File: src/rtl/adbg_jsp_host_if.sv
// adbg_jsp_host_if: command, byte-stream and serial-port bridge signals of the JSP host engine.
interface adbg_jsp_host_if;
    logic       cmd_valid_i;
    logic       cmd_ready_o;
    logic       cmd_write_i;
    logic [3:0] cmd_len_i;
    logic [7:0] tx_data_i;
    logic       tx_valid_i;
    logic       tx_ready_o;
    logic [7:0] rx_data_o;
    logic       rx_valid_o;
    logic       rx_ready_i;
    logic [7:0] jsp_data_o;
    logic       jsp_wr_strobe_o;
    logic [7:0] jsp_data_i;
    logic       jsp_rd_strobe_o;
    logic [3:0] jsp_bytes_free_i;
    logic [3:0] jsp_bytes_available_i;
    logic       done_o;
    logic [3:0] remaining_o;

    modport slave (
        input  cmd_valid_i, cmd_write_i, cmd_len_i, tx_data_i, tx_valid_i, rx_ready_i,
               jsp_data_i, jsp_bytes_free_i, jsp_bytes_available_i,
        output cmd_ready_o, tx_ready_o, rx_data_o, rx_valid_o, jsp_data_o, jsp_wr_strobe_o,
               jsp_rd_strobe_o, done_o, remaining_o
    );

    modport master (
        output cmd_valid_i, cmd_write_i, cmd_len_i, tx_data_i, tx_valid_i, rx_ready_i,
               jsp_data_i, jsp_bytes_free_i, jsp_bytes_available_i,
        input  cmd_ready_o, tx_ready_o, rx_data_o, rx_valid_o, jsp_data_o, jsp_wr_strobe_o,
               jsp_rd_strobe_o, done_o, remaining_o
    );
endinterface

File: src/rtl/adbg_jsp_host.sv
// adbg_jsp_host: paces byte transfers to/from the JSP bridge so strobes stay SYNC_WAIT cycles apart.
module adbg_jsp_host #(
    parameter int unsigned SYNC_WAIT = 4
) (
    input logic             tck_i,
    input logic             rst_ni,
    adbg_jsp_host_if.slave  bus
);
    typedef enum logic [2:0] {IDLE, SAMPLE, XFER, GAP, DONE} state_e;

    localparam logic [3:0] GAP_LAST = 4'(SYNC_WAIT - 2);

    state_e     state_q, state_d;
    logic       write_q, write_d;
    logic [3:0] credit_q, credit_d;
    logic [3:0] remaining_q, remaining_d;
    logic [3:0] cnt_q, cnt_d;
    logic [7:0] data_q, data_d;
    logic [7:0] rx_data_q, rx_data_d;
    logic       done_q, done_d;
    logic       can, wr_stb, rd_stb;
    logic [3:0] sampled;

    assign can     = credit_q != 4'd0 && remaining_q != 4'd0;
    assign wr_stb  = state_q == XFER && write_q && can && bus.tx_valid_i;
    assign rd_stb  = state_q == XFER && !write_q && can && bus.rx_ready_i;
    assign sampled = write_q ? bus.jsp_bytes_free_i : bus.jsp_bytes_available_i;

    always_comb begin
        state_d     = state_q;
        write_d     = write_q;
        credit_d    = credit_q;
        remaining_d = remaining_q;
        cnt_d       = 4'd0;
        data_d      = data_q;
        rx_data_d   = rx_data_q;
        done_d      = 1'b0;
        case (state_q)
            IDLE: if (bus.cmd_valid_i) begin
                write_d     = bus.cmd_write_i;
                remaining_d = bus.cmd_len_i;
                state_d     = bus.cmd_len_i == 4'd0 ? DONE : SAMPLE;
            end
            SAMPLE: begin
                // the bridge FIFO is 8 deep, so larger readings are stale or bogus
                credit_d = sampled > 4'd8 ? 4'd8 : sampled;
                state_d  = credit_d != 4'd0 ? XFER : GAP;
            end
            XFER: if (wr_stb || rd_stb) begin
                credit_d    = credit_q - 4'd1;
                remaining_d = remaining_q - 4'd1;
                data_d      = wr_stb ? bus.tx_data_i : data_q;
                state_d     = GAP;
            end else if (!can) begin
                state_d = GAP;
            end
            GAP: if (cnt_q == GAP_LAST) begin
                state_d = remaining_q == 4'd0 ? DONE : credit_q != 4'd0 ? XFER : SAMPLE;
            end else begin
                cnt_d = cnt_q + 4'd1;
            end
            DONE: begin
                done_d  = 1'b1;
                state_d = IDLE;
            end
            default: state_d = IDLE;
        endcase
        // capture the FIFO head once, when a read byte is offered
        if (state_d == XFER && state_q != XFER && !write_q) rx_data_d = bus.jsp_data_i;
    end

    always_ff @(posedge tck_i or negedge rst_ni) begin
        if (!rst_ni) begin
            state_q     <= IDLE;
            write_q     <= 1'b0;
            credit_q    <= 4'd0;
            remaining_q <= 4'd0;
            cnt_q       <= 4'd0;
            data_q      <= 8'd0;
            rx_data_q   <= 8'd0;
            done_q      <= 1'b0;
        end else begin
            state_q     <= state_d;
            write_q     <= write_d;
            credit_q    <= credit_d;
            remaining_q <= remaining_d;
            cnt_q       <= cnt_d;
            data_q      <= data_d;
            rx_data_q   <= rx_data_d;
            done_q      <= done_d;
        end
    end

    assign bus.cmd_ready_o     = state_q == IDLE;
    assign bus.tx_ready_o      = state_q == XFER && write_q;
    assign bus.rx_valid_o      = state_q == XFER && !write_q;
    assign bus.rx_data_o       = rx_data_q;
    assign bus.jsp_wr_strobe_o = wr_stb;
    assign bus.jsp_rd_strobe_o = rd_stb;
    assign bus.jsp_data_o      = wr_stb ? bus.tx_data_i : data_q;
    assign bus.done_o          = done_q;
    assign bus.remaining_o     = remaining_q;
endmodule

File: src/flat_wrapper.sv
// flat-port wrapper written by rule: the top's interface ports become plain ports
module adbg_jsp_host_flat 
#(
    parameter int unsigned SYNC_WAIT = 4
)
  (tck_i, rst_ni, bus_cmd_valid_i, bus_cmd_write_i, bus_cmd_len_i, bus_tx_data_i, bus_tx_valid_i, bus_rx_ready_i, bus_jsp_data_i, bus_jsp_bytes_free_i, bus_jsp_bytes_available_i, bus_cmd_ready_o, bus_tx_ready_o, bus_rx_data_o, bus_rx_valid_o, bus_jsp_data_o, bus_jsp_wr_strobe_o, bus_jsp_rd_strobe_o, bus_done_o, bus_remaining_o);
  adbg_jsp_host_if bus_i ();
  input logic tck_i;
  input logic rst_ni;
  input wire logic [$bits(bus_i.cmd_valid_i)-1:0] bus_cmd_valid_i;
  input wire logic [$bits(bus_i.cmd_write_i)-1:0] bus_cmd_write_i;
  input wire logic [$bits(bus_i.cmd_len_i)-1:0] bus_cmd_len_i;
  input wire logic [$bits(bus_i.tx_data_i)-1:0] bus_tx_data_i;
  input wire logic [$bits(bus_i.tx_valid_i)-1:0] bus_tx_valid_i;
  input wire logic [$bits(bus_i.rx_ready_i)-1:0] bus_rx_ready_i;
  input wire logic [$bits(bus_i.jsp_data_i)-1:0] bus_jsp_data_i;
  input wire logic [$bits(bus_i.jsp_bytes_free_i)-1:0] bus_jsp_bytes_free_i;
  input wire logic [$bits(bus_i.jsp_bytes_available_i)-1:0] bus_jsp_bytes_available_i;
  output wire logic [$bits(bus_i.cmd_ready_o)-1:0] bus_cmd_ready_o;
  output wire logic [$bits(bus_i.tx_ready_o)-1:0] bus_tx_ready_o;
  output wire logic [$bits(bus_i.rx_data_o)-1:0] bus_rx_data_o;
  output wire logic [$bits(bus_i.rx_valid_o)-1:0] bus_rx_valid_o;
  output wire logic [$bits(bus_i.jsp_data_o)-1:0] bus_jsp_data_o;
  output wire logic [$bits(bus_i.jsp_wr_strobe_o)-1:0] bus_jsp_wr_strobe_o;
  output wire logic [$bits(bus_i.jsp_rd_strobe_o)-1:0] bus_jsp_rd_strobe_o;
  output wire logic [$bits(bus_i.done_o)-1:0] bus_done_o;
  output wire logic [$bits(bus_i.remaining_o)-1:0] bus_remaining_o;
  assign bus_i.cmd_valid_i = bus_cmd_valid_i;
  assign bus_i.cmd_write_i = bus_cmd_write_i;
  assign bus_i.cmd_len_i = bus_cmd_len_i;
  assign bus_i.tx_data_i = bus_tx_data_i;
  assign bus_i.tx_valid_i = bus_tx_valid_i;
  assign bus_i.rx_ready_i = bus_rx_ready_i;
  assign bus_i.jsp_data_i = bus_jsp_data_i;
  assign bus_i.jsp_bytes_free_i = bus_jsp_bytes_free_i;
  assign bus_i.jsp_bytes_available_i = bus_jsp_bytes_available_i;
  assign bus_cmd_ready_o = bus_i.cmd_ready_o;
  assign bus_tx_ready_o = bus_i.tx_ready_o;
  assign bus_rx_data_o = bus_i.rx_data_o;
  assign bus_rx_valid_o = bus_i.rx_valid_o;
  assign bus_jsp_data_o = bus_i.jsp_data_o;
  assign bus_jsp_wr_strobe_o = bus_i.jsp_wr_strobe_o;
  assign bus_jsp_rd_strobe_o = bus_i.jsp_rd_strobe_o;
  assign bus_done_o = bus_i.done_o;
  assign bus_remaining_o = bus_i.remaining_o;
  adbg_jsp_host #(.SYNC_WAIT(SYNC_WAIT)) u_core (.tck_i(tck_i), .rst_ni(rst_ni), .bus(bus_i));
endmodule
File: config.mk
export PLATFORM = sky130hd
export DESIGN_NAME = adbg_jsp_host_flat
export DESIGN_NICKNAME = d
export VERILOG_FILES = /design/src/rtl/adbg_jsp_host_if.sv /design/src/rtl/adbg_jsp_host.sv /design/src/flat_wrapper.sv
export SDC_FILE = /design/constraint.sdc
export NUM_CORES = 1
export LEC_CHECK = 0
export BUFFER_PORTS_ARGS = -buffer_cell sky130_fd_sc_hd__buf_2
export CORE_MARGIN = 5
export CORE_UTILIZATION = 50
export CTS_CLUSTER_SIZE = 16
export DETAILED_ROUTE_END_ITERATION = 10
export PLACE_DENSITY = 0.8
export SLEW_MARGIN = 30
export SYNTH_ARGS = -nofsm -noshare
export SYNTH_HDL_FRONTEND = slang
export SYNTH_SLANG_ARGS = --single-unit
File: constraint.sdc
create_clock -name tck_i -period 2.8 [get_ports tck_i]
set_clock_uncertainty 0.05 [all_clocks]
set_input_delay 0.14 -clock tck_i [delete_from_list [all_inputs] [get_ports tck_i]]
set_output_delay 0.14 -clock tck_i [all_outputs]
set_load 0.01 [all_outputs]
---- Yosys cells after proc, flatten, opt, wreduce, memory -nomap -nowiden ----
Cells that the tools add are included.
storage, ports and cells
  bits of input ports ..................... 34
  flip-flop bits (word level) ............. 33
  word-level logic and storage cells ...... 64
operators by class
  reductions and logical operators ........ 23
  add/subtract/negate cells ............... 3
  order comparisons ....................... 1
  equality and inequality tests ........... 9
  multiplexer cells ....................... 20
operator list
  operator                                               count
  2-to-1 mux 4 bit                                       7
  2-to-1 mux 3 bit                                       6
  case mux 4 bit (2 select lines)                        2
  case mux 3 bit (4 select lines)                        1
  nonzero test 4 bit                                     3
  equality test 3 x 2 -> 1 bit (second input constant)   3
  logical AND 1 bit                                      9
  logical NOT 4 bit                                      2
  2-to-1 mux 8 bit                                       1
  subtractor 4 x 1 -> 4 bit (second input constant)      2
  AND reduction 2 bit                                    3
  adder 4 x 1 -> 4 bit (second input constant)           1
  equality test 4 x 2 -> 1 bit (second input constant)   1
  greater-than comparator 4 bit (second input constant)  1
  != test 2 bit (second input constant)                  2
  nonzero test 2 bit                                     2
  equality test 3 x 1 -> 1 bit (second input constant)   1
  equality test 3 bit (second input constant)            1
  logical NOT 3 bit                                      1
  != test 3 x 2 -> 1 bit (second input constant)         1
  AND reduction 3 bit                                    1
  2-to-1 mux 1 bit                                       2
  2-to-1 mux 2 bit                                       1
  logical NOT 1 bit                                      1
  logical OR 1 bit                                       1

---- Logic depth before layout (Yosys ltp) ----
Gate-level depths: netlist of run 1.
  depth in word-level cells ............... 10
  gate-level depth with buffers ........... 7

---- Worst setup path after synthesis of run 1 ----
No wires, ideal clock.
  path kind ............................... register to register
  start ................................... register u_core.remaining_q[0] (netlist: u_core.bus.remaining_o[0])
  end ..................................... register u_core.rx_data_q[0] (netlist: u_core.bus.rx_data_o[0])
  data required time ...................... 2.625 ns
  arrival time ............................ 2.102 ns
  setup time .............................. 0.125 ns
  setup slack ............................. 0.523 ns
  period minus slack after synthesis ...... 2.277 ns
  stages on the path, launching flop included .. 7
  cell sequence ........................... dfrtp_1 -> inv_1 -> ha_1 -> or3b_1 -> and4b_4 -> nor4_4 -> mux2_2
on the way
  word-level cells in the longest chain between the ends .. 10
  elaborated cells between the ends (all ways) .. 16
RTL lines
  what                                               line                                      source
  from (decl)                                        adbg_jsp_host.sv:16                       logic [3:0] remaining_q, remaining_d;
  from (signal assigned)                             adbg_jsp_host.sv:86                       remaining_q <= remaining_d;
  nonzero test 4 bit                                 adbg_jsp_host.sv:24                       assign can = credit_q != 4'd0 && remaining_q != 4'd0;
  logical AND 1 bit                                  adbg_jsp_host.sv:24
  logical AND 1 bit (on tied branches) (2 in a row)  adbg_jsp_host.sv:25, adbg_jsp_host.sv:26
  logical OR 1 bit                                   adbg_jsp_host.sv:49                       XFER: if (wr_stb || rd_stb) begin
  2-to-1 mux 3 bit                                   adbg_jsp_host.sv:49
  case mux 3 bit (4 select lines) *                  adbg_jsp_host.sv:38                       case (state_q)
  equality test 3 x 2 -> 1 bit *                     adbg_jsp_host.sv:69                       if (state_d == XFER && state_q != XFER && !write_q) rx_data_d = bus.jsp_data_i;
  logical AND 1 bit * (2 in a row)                   adbg_jsp_host.sv:69
  to (signal assigned)                               adbg_jsp_host.sv:89                       rx_data_q <= rx_data_d;
  to (decl)                                          adbg_jsp_host.sv:19                       logic [7:0] rx_data_q, rx_data_d;
Mark *: on every way between the ends. The rest lies on a longest branch, timed or not.
A chain may end at the register's enable or synchronous reset.

---- Worst setup path after layout of run 1 ----
  start ................................... register u_core.state_q[1]
  end ..................................... output port bus_jsp_data_o[5]
on the way
  word-level cells in the longest chain between the ends .. 5
RTL lines
  what                            line                  source
  from (decl)                     adbg_jsp_host.sv:13   state_e state_q, state_d;
  from (signal assigned)          adbg_jsp_host.sv:83   state_q <= state_d;
  equality test 3 x 2 -> 1 bit    adbg_jsp_host.sv:25   assign wr_stb = state_q == XFER && write_q && can && bus.tx_valid_i;
  logical AND 1 bit (3 in a row)  adbg_jsp_host.sv:25
  2-to-1 mux 8 bit                adbg_jsp_host.sv:100  assign bus.jsp_data_o = wr_stb ? bus.tx_data_i : data_q;
  to (decl)                       flat_wrapper.sv:23    output wire logic [$bits(bus_i.jsp_data_o)-1:0] bus_jsp_data_o;
Every way passes these cells.

==> impl_metrics.csv, run 1 <==
group,metric,value,unit
placed_design,numPortBuffers,59,
grt,grt_max_degree,34,
layout,fillCellCount,254,
layout,final_common_cell,"buf_2",
layout,drive_above_1_share,0.4106,
flow_run,max_cap_violations,0,
sta,worst_pin_slew,0.7227,ns
setup_path,critPathRequiredTime,2.61,ns
placed_design,dp_hpwl,2.886,mm
layout,nets,283,
sta,final.period_utilization,0.9490,
sta,max_freq,0.3763,GHz
power,power_frac_comb,0.497,
logic_synthesis,synthSimpleGateAreaFrac,0.1820,
logic_synthesis,synth_nets,203,
sta,maxSlewHeadroom,0.5182,
setup_path,path_cells,"or3b_1, nor3_2, buf_4, mux2_2, buf_2",
setup_path,r2r_slack,0.34,ns
power,ir_worst_vdd,0.5295,mV
setup_path,cpPeakStageDelay,0.60,ns
drt,post_drt_wl_per_cell,14.51,um
floorplan,die_w,69.44,um
clocking,clk_pin_slew,0.10,ns
floorplan,core,3390,um^2
layout,final_cell_mix,"buf_2 (59), dfrtp_1 (33), mux2_2 (26)",
grt,antenna_found_initial,0,
sta,tns,0,ns
power,p_per_area,1038,nW/um^2
floorplan,fp.dieH,69.44,um
power,netSwitchingPower,962.0,uW
setup_path,crit_slowest_cell,"or3b_1",
drt,vias,1531,
drt,routed_wl,4.236,mm
clocking,cts.htree.levels,2,
clocking,cts_tree,"built",
sta,rsz0062_at_grt,"false",
setup_path,arrival,2.47,ns
sta,period_minus_slack,2.657,ns
power,p_clk_frac,0.153,
logic_synthesis,synth_adder_area_share,0.02833,
placed_design,place_area,2101,um^2
power,p_sw_frac,0.3910,
logic_synthesis,synth_top_family_by_area,"multiplexers",
drt,viasPerCell,5.243,
setup_path,critPathTopFamily,"simple AND/OR/NAND/NOR gates",
sta,finalHoldViolations,0,
logic_synthesis,synthCells,165,
floorplan,row_count,21,
layout,area_growth,34.14,%
sta,report.final.setup_viol,0,
setup_path,critPathKind,"flop to output port",
power,seq_power_share,0.350,
setup_path,crit_buf_inv,2,
grt,grt-ovfl-total,0,
setup_path,cp-end-kind,"output port",
floorplan,start_util,0.5212,
clocking,insertion_delay,0.34,ns
drt,drt_pass1_iterations,4,
layout,diodes,0,
clocking,cts_root_buf,"clkbuf_4",
grt,grt_pass1_vias,1552,
clocking,cts_sinks,33,
logic_synthesis,ys_seq_elements,33,
logic_synthesis,synth_area,1767,um^2
logic_synthesis,synth-xor-area-share,0.009915,
logic_synthesis,synth_cell_types,39,
logic_synthesis,syn_avg_cell_area,10.71,um^2
clocking,cts_buffers,5,
logic_synthesis,synth-seq-area-share,0.4674,
logic_synthesis,synth-compound-area-share,0.09348,
drt,drtIter0Drc,33,
grt,grt.total_usage,0.1877,
clocking,clockBufferDepth,2,
sta,maxSlewViolCount,0,
power,internal_power,1498,uW
drt,drc,0,
layout,final_cell_area,2370,um^2
min_path,hp-class,"input port to flop",
logic_synthesis,synthMuxAreaShare,0.1827,
drt,antenna_left,0,
status,outcome,"complete, no violations",
logic_synthesis,synth_edf_count,0,
floorplan,dieArea,4822,um^2
placed_design,gp_congestion,0.8543,
power,power_leakage,0.001122,uW
grt,grt_pass1_wl,7.148,mm
logic_synthesis,async_reset_ff_frac,1.000,
clocking,post_cts_buffers,0,
logic_synthesis,yosys_warnings,0,
logic_synthesis,ys.flop_type,"dfrtp_1",
floorplan,io_pins,60,
setup_path,cp_max_fo,17,
setup_path,cp-start-kind,"flop",
==> area by class of cell <==
class | instances | area, um^2 | area share
clock buffer | 6 | 51.30 | 0.02165
clock inverter | 2 | 37.54 | 0.01584
inverter | 8 | 30.03 | 0.01267
multi-input combinational | 118 | 877.1 | 0.3701
sequential | 33 | 825.8 | 0.3485
tap | 46 | 57.56 | 0.02429
timing repair buffer | 79 | 490.5 | 0.2070
==> timing repair <==
item | in CTS | in global routing
hold buffers | 18 | 0
resized for setup | 0 | 0
hold endpoints to repair | 50 | 0
==> stage by stage <==
stage / util / total power [uW] / cells / hold WS (ns) / setup WS, ns
after detailed placement: 0.6198 / 2064 / 266 / 0.1899 / 0.3624
after global routing: 0.6992 / 2657 / 292 / 0.008283 / 0.006314
after CTS: 0.6992 / 2470 / 292 / 0.009292 / 0.1315
after floorplan: - / 1706 / 165 / -0.2056 / 0.5228
after global placement: 0.6198 / 2035 / 266 / 0.1874 / 0.4029
final: 0.6992 / 2460 / 292 / 0.02231 / 0.1428
==> registers in the layout, summed over array words and instances, names as in the netlist <==
signal	flops
u_core.credit_q	4
u_core.write_q	1
u_core.bus.rx_data_o	8
u_core.cnt_q	4
u_core.data_q	8
u_core.bus.done_o	1
u_core.state_q	3
u_core.bus.remaining_o	4
==> synth_stat cells (all sizes together) (2+ instances only) <==
| library cell | number | area [um^2] |
|---|---|---|
| nor3 | 6 | 35.03 |
| buf | 4 | 26.27 |
| nand4 | 2 | 12.51 |
| nor3b | 4 | 35.03 |
| nor2 | 13 | 48.80 |
| nor4 | 4 | 40.04 |
| o21ai | 11 | 55.05 |
| dfrtp | 33 | 825.8 |
| nand2b | 2 | 12.51 |
| mux2i | 3 | 30.03 |
| inv | 8 | 30.03 |
| clkbuf | 2 | 7.510 |
| mux2 | 26 | 292.8 |
| nand3 | 3 | 15.01 |
| nand2 | 11 | 41.29 |
| or3b | 4 | 35.04 |
| a21oi | 9 | 45.04 |
| ha | 4 | 50.05 |
==> worst paths after layout <==
| check | depth (start not counted) | from | to |
|---|---|---|---|
| worst max register to register | 7 | u_core.bus.remaining_o[0]$_DFFE_PN0P_ | u_core.bus.rx_data_o[4]$_DFFE_PN0P_ |
| worst max-delay path | 5 | u_core.state_q[1]$_DFF_PN0_ | bus_jsp_data_o[5] |
| worst min-delay path | 3 | bus_cmd_len_i[0] | u_core.bus.remaining_o[0]$_DFFE_PN0P_ |
| worst min register to register | 1 | u_core.cnt_q[0]$_DFF_PN0_ | u_core.cnt_q[0]$_DFF_PN0_ |
| min in group asynchronous | 2 | rst_ni | u_core.data_q[6]$_DFFE_PN0P_ |
| max in group asynchronous | 2 | rst_ni | u_core.credit_q[1]$_DFFE_PN0P_ |
==> logic make-up (layout without fill, tap and decap cells) <==
group / Yosys count / in the layout
AND/OR/NAND/NOR: 55 / 55
flip-flops: 33 / 33
multiplexers: 29 / 29
AO/OA/AOI/OAI: 28 / 28
buffers and inverters: 14 / 95
adder cells (fa/ha/maj): 4 / 4
XOR/XNOR: 2 / 2
==> worst register-to-register path, delay by kind of cell, from the launching register on <==
kind                     cells  cell delay [ns]
AND/OR/NAND/NOR              3             0.83
flip-flops                   1             0.41
multiplexers                 1             0.41
AO/OA/AOI/OAI                1             0.38
adder cells (fa/ha/maj)      1             0.21
buffers and inverters        1             0.06
==> power by group through the flow <==
stage | combinational [uW] | sequential [uW] | clock [uW]
final | 1220 | 862 | 376
after global routing | 1350 | 895 | 414
after floorplan | 853 | 852 | 0
after global placement | 1170 | 863 | 0
after CTS | 1220 | 858 | 388
after detailed placement | 1200 | 868 | 0
==> routing by layer <==
layer	vias up	part of all wire	GRT usage
li1	755	-	-
met5	-	0	0
met4	0	0.021	0.07809
met1	711	0.40	0.2097
met2	56	0.49	0.3125
met3	9	0.085	0.07971
(Power assumes the default switching activity.)
==> run 2, diff against run 1 <==
Settings changed: CELL_PAD_IN_SITES_DETAIL_PLACEMENT set to 1, CELL_PAD_IN_SITES_GLOBAL_PLACEMENT set to 2, CORE_UTILIZATION 50 to 30, PLACE_DENSITY 0.8 to not set, PLACE_DENSITY_LB_ADDON set to 0.1.
==> run 2 against run 1 <==
- first-iteration DRC count rose by 76%
- utilization is 31 points lower
- sequential power grew 0.6%
- worst setup slack better by 0.083 ns
- non-clock buffer count down 16
- die area is 56% higher
- combinational power is essentially flat
- clock power rose by 20%
- largest power group unchanged
- highest routed layer unchanged
==> impl_metrics.csv, run 2 (synthesis gave the netlist of run 1 again) <==
group,metric,value,unit
sta,maxSlewViolCount,0,
clocking,cts.htree.levels,2,
status,outcome,"complete, no violations",
sta,report.final.setup_viol,0,
grt,grt_pass1_vias,1504,
min_path,min_path_cells,3,
power,power_leakage,0.001067,uW
sta,maxSlewHeadroom,0.5197,
drt,antenna_left,0,
clocking,cts_buffers,5,
drt,viasPerCell,4.803,
clocking,insertion_delay,0.29,ns
drt,drc,0,
grt,gr-usage-met2,0.2156,
sta,max_freq,0.3884,GHz
drt,drtIter0Drc,58,
sta,period_minus_slack,2.574,ns
setup_path,reg2reg_to,"u_core.bus.rx_data_o[5]$_DFFE_PN0P_",
grt,grt_util_met1,0.1503,
placed_design,gp_congestion,0.8181,
grt,grt-ovfl-total,0,
clocking,clk_pin_slew,0.08,ns
clocking,cts_root_buf,"clkbuf_8",
setup_path,critPathRequiredTime,2.61,ns
setup_path,critPathKind,"flop to output port",
grt,grt_max_degree,34,
drt,post_drt_wl_per_cell,14.38,um
sta,worst_pin_slew,0.7204,ns
setup_path,r2r_slack,0.30,ns
drt,vias,1465,
floorplan,core,5816,um^2
drt,routed_wl,4.387,mm
setup_path,cp_max_fo,17,
layout,diodes,0,
clocking,cts_tree,"built",
grt,antenna_found_initial,0,
grt,top_usage_layer,"met2",
setup_path,r2r_cells,7,
floorplan,die_w,86.74,um
layout,nets,267,
clocking,post_cts_buffers,0,
clocking,clockBufferDepth,2,
sta,tns,0,ns
grt,met3_usage,0.03517,
min_path,hp-class,"input port to flop",
layout,drive_above_1_share,0.4435,
placed_design,preCtsSetupSlack,0.2816,ns
floorplan,io_pins,60,
sta,rsz0062_at_grt,"false",
grt,grt_pass1_wl,7.369,mm
setup_path,arrival,2.38,ns
placed_design,numPortBuffers,59,
min_path,hold_end,"u_core.write_q$_DFFE_PN0P_",
power,ir_worst_vdd,0.3750,mV
flow_run,max_cap_violations,0,
floorplan,fp.dieH,86.74,um
sta,final.period_utilization,0.9194,
min_path,hold_start,"bus_cmd_write_i",
layout,final_common_cell,"buf_2",
placed_design,dp_hpwl,3.464,mm
clocking,cts_sinks,33,
power,p_per_area,1112,nW/um^2
floorplan,dieArea,7524,um^2
setup_path,cp-end-kind,"output port",
sta,layout_setup_ws,0.2257,ns
drt,drt_pass1_iterations,4,
setup_path,cp-start-kind,"flop",
layout,area_growth,28.47,%
setup_path,reg2reg_from,"u_core.bus.remaining_o[0]$_DFFE_PN0P_",
grt,grt.total_usage,0.1249,
floorplan,start_util,0.3038,
layout,final_cell_mix,"buf_2 (59), dfrtp_1 (33), mux2_2 (26)",
floorplan,row_count,28,
sta,finalHoldViolations,0,
-- run 2: changes by cell type in the layout (fill, tap and decap cells not counted), sizes merged --
cell / previous run / this run
buf: 61 / 62
clkbuf: 6 / 5
clkinv: 0 / 1
dlygate4sd3: 18 / 1
-- run 2: layer usage --
layer  vias up  wire, um
met5         -         0
met1       712      1921
met4         0        42
met3         5       205
met2        30      2218
li1        718         -
-- run 2: critical path: stages (launching register included) --
cell and delay [ns]:
dfrtp_1 0.41, inv_1 0.06, ha_1 0.21, or3b_1 0.25, nand2_1 0.18, nor3_2 0.21
buf_4 0.26, mux2_2 0.36, buf_2 0.14
-- run 2: what timing repair did --
action                     CTS  global route
resized for setup            0             0
hold buffers                 1             0
setup endpoints to repair    0             0
hold endpoints to repair    33             0
-- run 2: worst max-delay path by stage --
stage / start / end / slack, ns / depth (start not counted)
global route: u_core.bus.remaining_o[0]$_DFFE_PN0P_ / bus_jsp_data_o[7] / 0.06 / 8
global placement: u_core.bus.remaining_o[0]$_DFFE_PN0P_ / u_core.bus.rx_data_o[1]$_DFFE_PN0P_ / 0.37 / 7
detailed placement: u_core.bus.remaining_o[0]$_DFFE_PN0P_ / u_core.bus.rx_data_o[5]$_DFFE_PN0P_ / 0.28 / 7
floorplan: u_core.bus.remaining_o[0]$_DFFE_PN0P_ / u_core.bus.rx_data_o[0]$_DFFE_PN0P_ / 0.52 / 6
CTS: u_core.bus.remaining_o[0]$_DFFE_PN0P_ / bus_jsp_data_o[7] / 0.20 / 8
finish: u_core.bus.remaining_o[0]$_DFFE_PN0P_ / bus_jsp_data_o[7] / 0.23 / 8
-- run 2: metrics by stage --
| step | instances | hold slack [ns] | cell area (um^2) | utilization | total power (uW) |
|---|---|---|---|---|---|
| floorplan | 165 | -0.2056 | 1767 | - | 1706 |
| global placement | 296 | 0.1954 | 2145 | 0.3688 | 2057 |
| detailed placement | 296 | 0.2007 | 2145 | 0.3688 | 2111 |
| CTS | 305 | 0.01654 | 2270 | 0.3903 | 2576 |
| global route | 305 | 0.02245 | 2270 | 0.3903 | 2757 |
| finish | 305 | 0.01854 | 2270 | 0.3903 | 2523 |
-- run 2: layout make-up --
type / count / area (um^2)
clock buffers: 5 / 68.82
clock inverters: 3 / 46.29
fillers: 696 / 3546
inverters: 8 / 30.03
multi-input cells: 118 / 877.1
flip-flops and latches: 33 / 825.8
well taps: 75 / 93.84
repair buffers: 63 / 327.8
-- run 2: power breakdown --
part | total, uW | switching, uW | internal, uW
registers | 867 | 178 | 689
clock network | 451 | 185 | 266
logic | 1210 | 621 | 585
total | 2520 | 983 | 1540
